<file path="config.mk">
export PLATFORM = sky130hd
export DESIGN_NAME = ram_rsp_buffer
export DESIGN_NICKNAME = d
export VERILOG_FILES = /design/src/rtl/ram_rsp_buffer.sv
export SDC_FILE = /design/constraint.sdc
export NUM_CORES = 1
export LEC_CHECK = 0
export CORE_MARGIN = 2
export CORE_UTILIZATION = 45
export CTS_CLUSTER_SIZE = 12
export DETAILED_ROUTE_END_ITERATION = 6
export PLACE_DENSITY = 0.65
export SKIP_LAST_GASP = 1
export SLEW_MARGIN = 20
export SYNTH_ARGS = -nofsm -noshare
export SYNTH_HDL_FRONTEND = slang
export SYNTH_SLANG_ARGS = --single-unit
</file>
<file path="constraint.sdc">
create_clock -name clk -period 2.7 [get_ports clk]
set_input_delay 0.81 -clock clk [delete_from_list [all_inputs] [get_ports clk]]
set_output_delay 0.81 -clock clk [all_outputs]
set_load 0.02 [all_outputs]
</file>
<file path="src/rtl/ram_rsp_buffer.sv">
// rtl/ram_rsp_buffer.sv - RAM read-response FWFT buffer with early throttle
// Absorbs the two-cycle ready-to-data pipeline of the RAM read port in a small FIFO.
module ram_rsp_buffer #(
  parameter int DATA_WIDTH = 8,
  parameter int USER_WIDTH = 8,
  parameter int DEPTH_LOG2 = 2,
  parameter int SKID       = 3
) (
  input  logic                  clk,
  input  logic                  rst,
  input  logic [DATA_WIDTH-1:0] s_rsp_data,
  input  logic [USER_WIDTH-1:0] s_rsp_user,
  input  logic                  s_rsp_valid,
  output logic                  s_rsp_ready,
  output logic [DATA_WIDTH-1:0] m_data,
  output logic [USER_WIDTH-1:0] m_user,
  output logic                  m_valid,
  input  logic                  m_ready,
  output logic [DEPTH_LOG2:0]   occupancy,
  output logic                  overflow_err
);

  localparam int DEPTH = 1 << DEPTH_LOG2;
  localparam int CW    = DEPTH_LOG2 + 1;
  localparam int FW    = DEPTH_LOG2 + 2;

  logic [DATA_WIDTH-1:0] mem_data [DEPTH];
  logic [USER_WIDTH-1:0] mem_user [DEPTH];
  logic [DEPTH_LOG2-1:0] rd_ptr;
  logic [DEPTH_LOG2-1:0] wr_ptr;
  logic [CW-1:0]         count;
  logic [FW-1:0]         free_slots;
  logic                  full;
  logic                  push;
  logic                  pop;
  logic                  push_ok;
  logic                  drop;

  assign push    = s_rsp_valid;
  assign m_valid = (count != '0);
  assign pop     = m_valid && m_ready;
  assign full    = (count == CW'(DEPTH));
  // A full FIFO still takes a push when the head leaves in the same cycle.
  assign push_ok = push && (!full || pop);
  assign drop    = push && full && !pop;

  // Ready is raised only when every response already in flight still fits.
  assign free_slots  = FW'(DEPTH) - {1'b0, count};
  assign s_rsp_ready = !rst && (free_slots >= FW'(SKID));

  assign m_data    = m_valid ? mem_data[rd_ptr] : '0;
  assign m_user    = m_valid ? mem_user[rd_ptr] : '0;
  assign occupancy = count;

  always_ff @(posedge clk) begin
    if (!rst && push_ok) begin
      mem_data[wr_ptr] <= s_rsp_data;
      mem_user[wr_ptr] <= s_rsp_user;
    end
  end

  always_ff @(posedge clk) begin
    if (rst) begin
      count        <= '0;
      rd_ptr       <= '0;
      wr_ptr       <= '0;
      overflow_err <= 1'b0;
    end else begin
      if (push_ok) wr_ptr <= wr_ptr + DEPTH_LOG2'(1);
      if (pop)     rd_ptr <= rd_ptr + DEPTH_LOG2'(1);
      case ({push_ok, pop})
        2'b10:   count <= count + CW'(1);
        2'b01:   count <= count - CW'(1);
        default: count <= count;
      endcase
      if (drop) overflow_err <= 1'b1;
    end
  end

endmodule

</file>
==> impl_metrics.py <==
metrics = {
    "yosys": {
        "netlist_instances": 169,
        "avgSynthCellArea_um2": 18.0,
        "syn_nets": 196,
        "yosysUniqueCellTypes": 29,
        "ys_seq_elements": 74,
        "yosys_warnings": 0,
        "synth_seq_area_share_pct": 69.7,
        "netlist_area_um2": 3050,
    },
    "clock_network": {
        "cts_sinks": 74,
        "cts-root-buf": "clkbuf_8",
        "h-tree-depth": 3,
        "cts_tree": "built",
        "ctsHoldBuffers": 0,
        "clk_pin_slew_ns": 0.07,
        "clkLatencyLatePin_ns": 0.33,
        "clockBufferDepth": 2,
        "cts_buffers": 9,
    },
    "floorplanning": {
        "dieArea_um2": 7440,
        "initial_core_util_pct": 47.2,
        "die_h_um": 86.3,
        "ioPinCount": 42,
        "die_x_um": 86.3,
        "rows": 29,
        "core_um2": 6460,
    },
    "power_and_ir_drop": {
        "p_clk_share_pct": 19.5,
        "power.switching_mw": 1.14,
        "power.internal_mw": 2.40,
        "ir_drop_mv": 0.466,
        "leakagePower_nw": 1.35,
        "p_comb_share_pct": 40.8,
        "power_frac_seq_pct": 39.7,
        "power_density_nw_per_um2": 925,
        "p_sw_share_pct": 32.1,
    },
    "timing": {
        "tns_ns": 0,
        "tightestPinTransition_ns": 0.385,
        "timing.fmax_ghz": 0.376,
        "worst_slack_ns": 0.0429,
        "finalClockSkew_ns": 0.00784,
        "layout_min_cycle_time_ns": 2.66,
        "slew_violations": 0,
        "max_slew_margin_pct": 74.2,
        "hold_violations": 0,
        "setup_violations": 0,
        "rsz0062_at_grt": "true",
        "fin_crit_sh_pct": 98.4,
    },
    "placed_design": {
        "place_congestion": 0.769,
        "dpl_cell_area_um2": 3670,
        "place_ws_ns": -0.0949,
        "hpwl_um": 3540,
        "port_buffers": 41,
    },
    "setup_path": {
        "worstSetupPathType": "flip-flop to output port",
        "r2r-end": "occupancy[2]$_SDFFE_PP0P_",
        "endpoint_kind": "output port",
        "worst_ep_required_time_ns": 1.89,
        "cp.arrival_ns": 1.85,
        "reg2reg_depth": 7,
        "r2r_slack_ns": 0.63,
        "worstSetupStartpointType": "flip-flop",
        "cp_max_fo": 5,
        "worstSetupEndpoint": "m_user[7]",
        "rr_startpoint": "occupancy[2]$_SDFFE_PP0P_",
    },
    "job": {
        "max-cap-violations": 0,
    },
    "global_route": {
        "grt_max_degree": 18,
        "antenna_found_initial": 0,
        "globalRouteTotalUtil_pct": 15.8,
        "overflow": 0,
        "first_global_vias": 1800,
        "grt_first_pass_wirelength_um": 8670,
    },
    "route": {
        "drt_drc_violations_left": 0,
        "vias_per_cell": 5.21,
        "wl_per_cell_um": 17.0,
        "drt_iter0_markers": 87,
        "ant_nets": 0,
        "dr.pass1.iters": 4,
        "via_count": 1627,
        "drt-total-wl_um": 5300,
    },
    "cells_and_area": {
        "drive_above_1_share_pct": 25.5,
        "final_area_um2": 3830,
        "antennaDiodeCount": 0,
        "areaGrowthSynthToFinish_pct": 25.6,
        "fin_nets": 257,
    },
    "outcome": {
        "status": "finished clean",
    },
    "hold_path": {
        "hold_class": "flip-flop to flip-flop",
    },
}
timing repair:
item / in CTS / in global routing
endpoints found under the setup margin: 18 / 16
setup buffers: 4 / 0
gates resized for setup: 28 / 27
pin swaps: 0 / 0
endpoints found under the hold margin: 0 / 0
worst max-delay path: stages (launching register included):
cell     delay (ns)
dfxtp_2        0.35
buf_12         0.12
buf_8          0.12
buf_4          0.11
mux4_2         0.48
and2_1         0.17
buf_4          0.15
worst min path at each step:
stage	startpoint	end	slack (ns)	depth (start not counted)
after floorplan	wr_ptr[1]$_SDFFE_PP0N_	wr_ptr[1]$_SDFFE_PP0N_	0.48	2
final	overflow_err$_SDFFE_PP0P_	overflow_err$_SDFFE_PP0P_	0.51	2
after global routing	overflow_err$_SDFFE_PP0P_	overflow_err$_SDFFE_PP0P_	0.53	2
after detailed placement	overflow_err$_SDFFE_PP0P_	overflow_err$_SDFFE_PP0P_	0.47	2
after global placement	overflow_err$_SDFFE_PP0P_	overflow_err$_SDFFE_PP0P_	0.46	2
after CTS	overflow_err$_SDFFE_PP0P_	overflow_err$_SDFFE_PP0P_	0.50	2
synth_stat cells:
cell | number | area share (%)
nand3b_1 | 2 | 0.49
a31oi_1 | 1 | 0.21
mux2i_1 | 2 | 0.66
nand2b_1 | 3 | 0.62
nor2b_1 | 1 | 0.21
clkbuf_1 | 2 | 0.25
a21o_1 | 1 | 0.25
mux4_2 | 10 | 7.4
a211oi_1 | 1 | 0.25
and2_1 | 20 | 4.1
dfxtp_1 | 10 | 6.6
clkbuf_2 | 1 | 0.16
buf_12 | 1 | 0.66
nand3_1 | 1 | 0.16
buf_2 | 3 | 0.49
a21oi_1 | 3 | 0.49
nor2_1 | 11 | 1.4
a2111oi_0 | 1 | 0.29
ha_1 | 6 | 2.5
xor2_1 | 2 | 0.58
edfxtp_1 | 64 | 63
and3b_1 | 1 | 0.29
mux4_1 | 6 | 5.2
nor3_1 | 1 | 0.16
fa_1 | 1 | 0.66
nor3b_1 | 2 | 0.49
mux2_2 | 3 | 1.1
inv_1 | 8 | 0.99
buf_6 | 1 | 0.37
per-stage QoR:
step / hold WS [ns] / util [%] / cells / total power [mW]
floorplan: 0.482 / - / 169 / 2.27
global placement: 0.459 / 56.8 / 292 / 2.86
detailed placement: 0.469 / 56.8 / 292 / 2.90
CTS: 0.499 / 59.8 / 312 / 3.57
global route: 0.534 / 59.2 / 312 / 3.73
finish: 0.508 / 59.2 / 312 / 3.54
area by class of cell:
type | count | area [um2]
Clock buffer | 9 | 124
Clock inverter | 7 | 36.3
Fill cell | 504 | 2630
Inverter | 8 | 30.0
Multi-Input combinational cell | 79 | 825
Sequential cell | 74 | 2120
Tap cell | 77 | 96.3
Timing Repair Buffer | 58 | 591
sequential cells by signal, summed over array words and instances, names as in the netlist, named ones only:
register      flops
occupancy         3
mem_user         32
rd_ptr            2
mem_data         32
overflow_err      1
wr_ptr            2
power by group through the flow:
stage          Clock (mW)  Sequential (mW)  Combinational, mW
2_1_floorplan           0             1.43              0.836
3_3_place_gp            0             1.42               1.45
3_5_place_dp            0             1.43               1.48
4_1_cts             0.713             1.40               1.45
5_1_grt             0.763             1.42               1.55
6_report            0.691             1.41               1.44
cell usage in the layout (no fill, tap or decap), drive strengths merged, types with 3 or more instances in the layout:
| cell | n |
|---|---|
| edfxtp | 64 |
| clkdlybuf4s50 | 23 |
| buf | 21 |
| and2 | 20 |
| mux4 | 16 |
| clkbuf | 14 |
| nor2 | 11 |
| dfxtp | 10 |
| inv | 8 |
| dlygate4sd2 | 8 |
| ha | 6 |
| clkinv | 5 |
| nand2b | 3 |
| a21oi | 3 |
| mux2 | 3 |
kinds of logic (layout without fill, tap and decap cells):
logic type / after synthesis / in the layout / share of synthesized area [%]
multiplexers: 21 / 21 / 14.3
buffers and inverters: 16 / 82 / 2.92
adder cells (fa/ha/maj): 7 / 7 / 3.12
XOR/XNOR: 2 / 2 / 0.575
AO/OA/AOI/OAI: 7 / 7 / 1.48
flip-flops: 74 / 74 / 69.7
AND/OR/NAND/NOR: 42 / 42 / 7.89
routing by layer:
metal	share of wire, %	wire length, um	vias to the layer above	GRT usage [%]
met4	1.5	79	0	7.67
met1	43	2270	820	19.1
met2	53	2790	34	27.4
li1	-	-	765	-
met5	0	0	-	0
met3	2.9	156	8	2.95
Power figures use the tool's default switching activity.
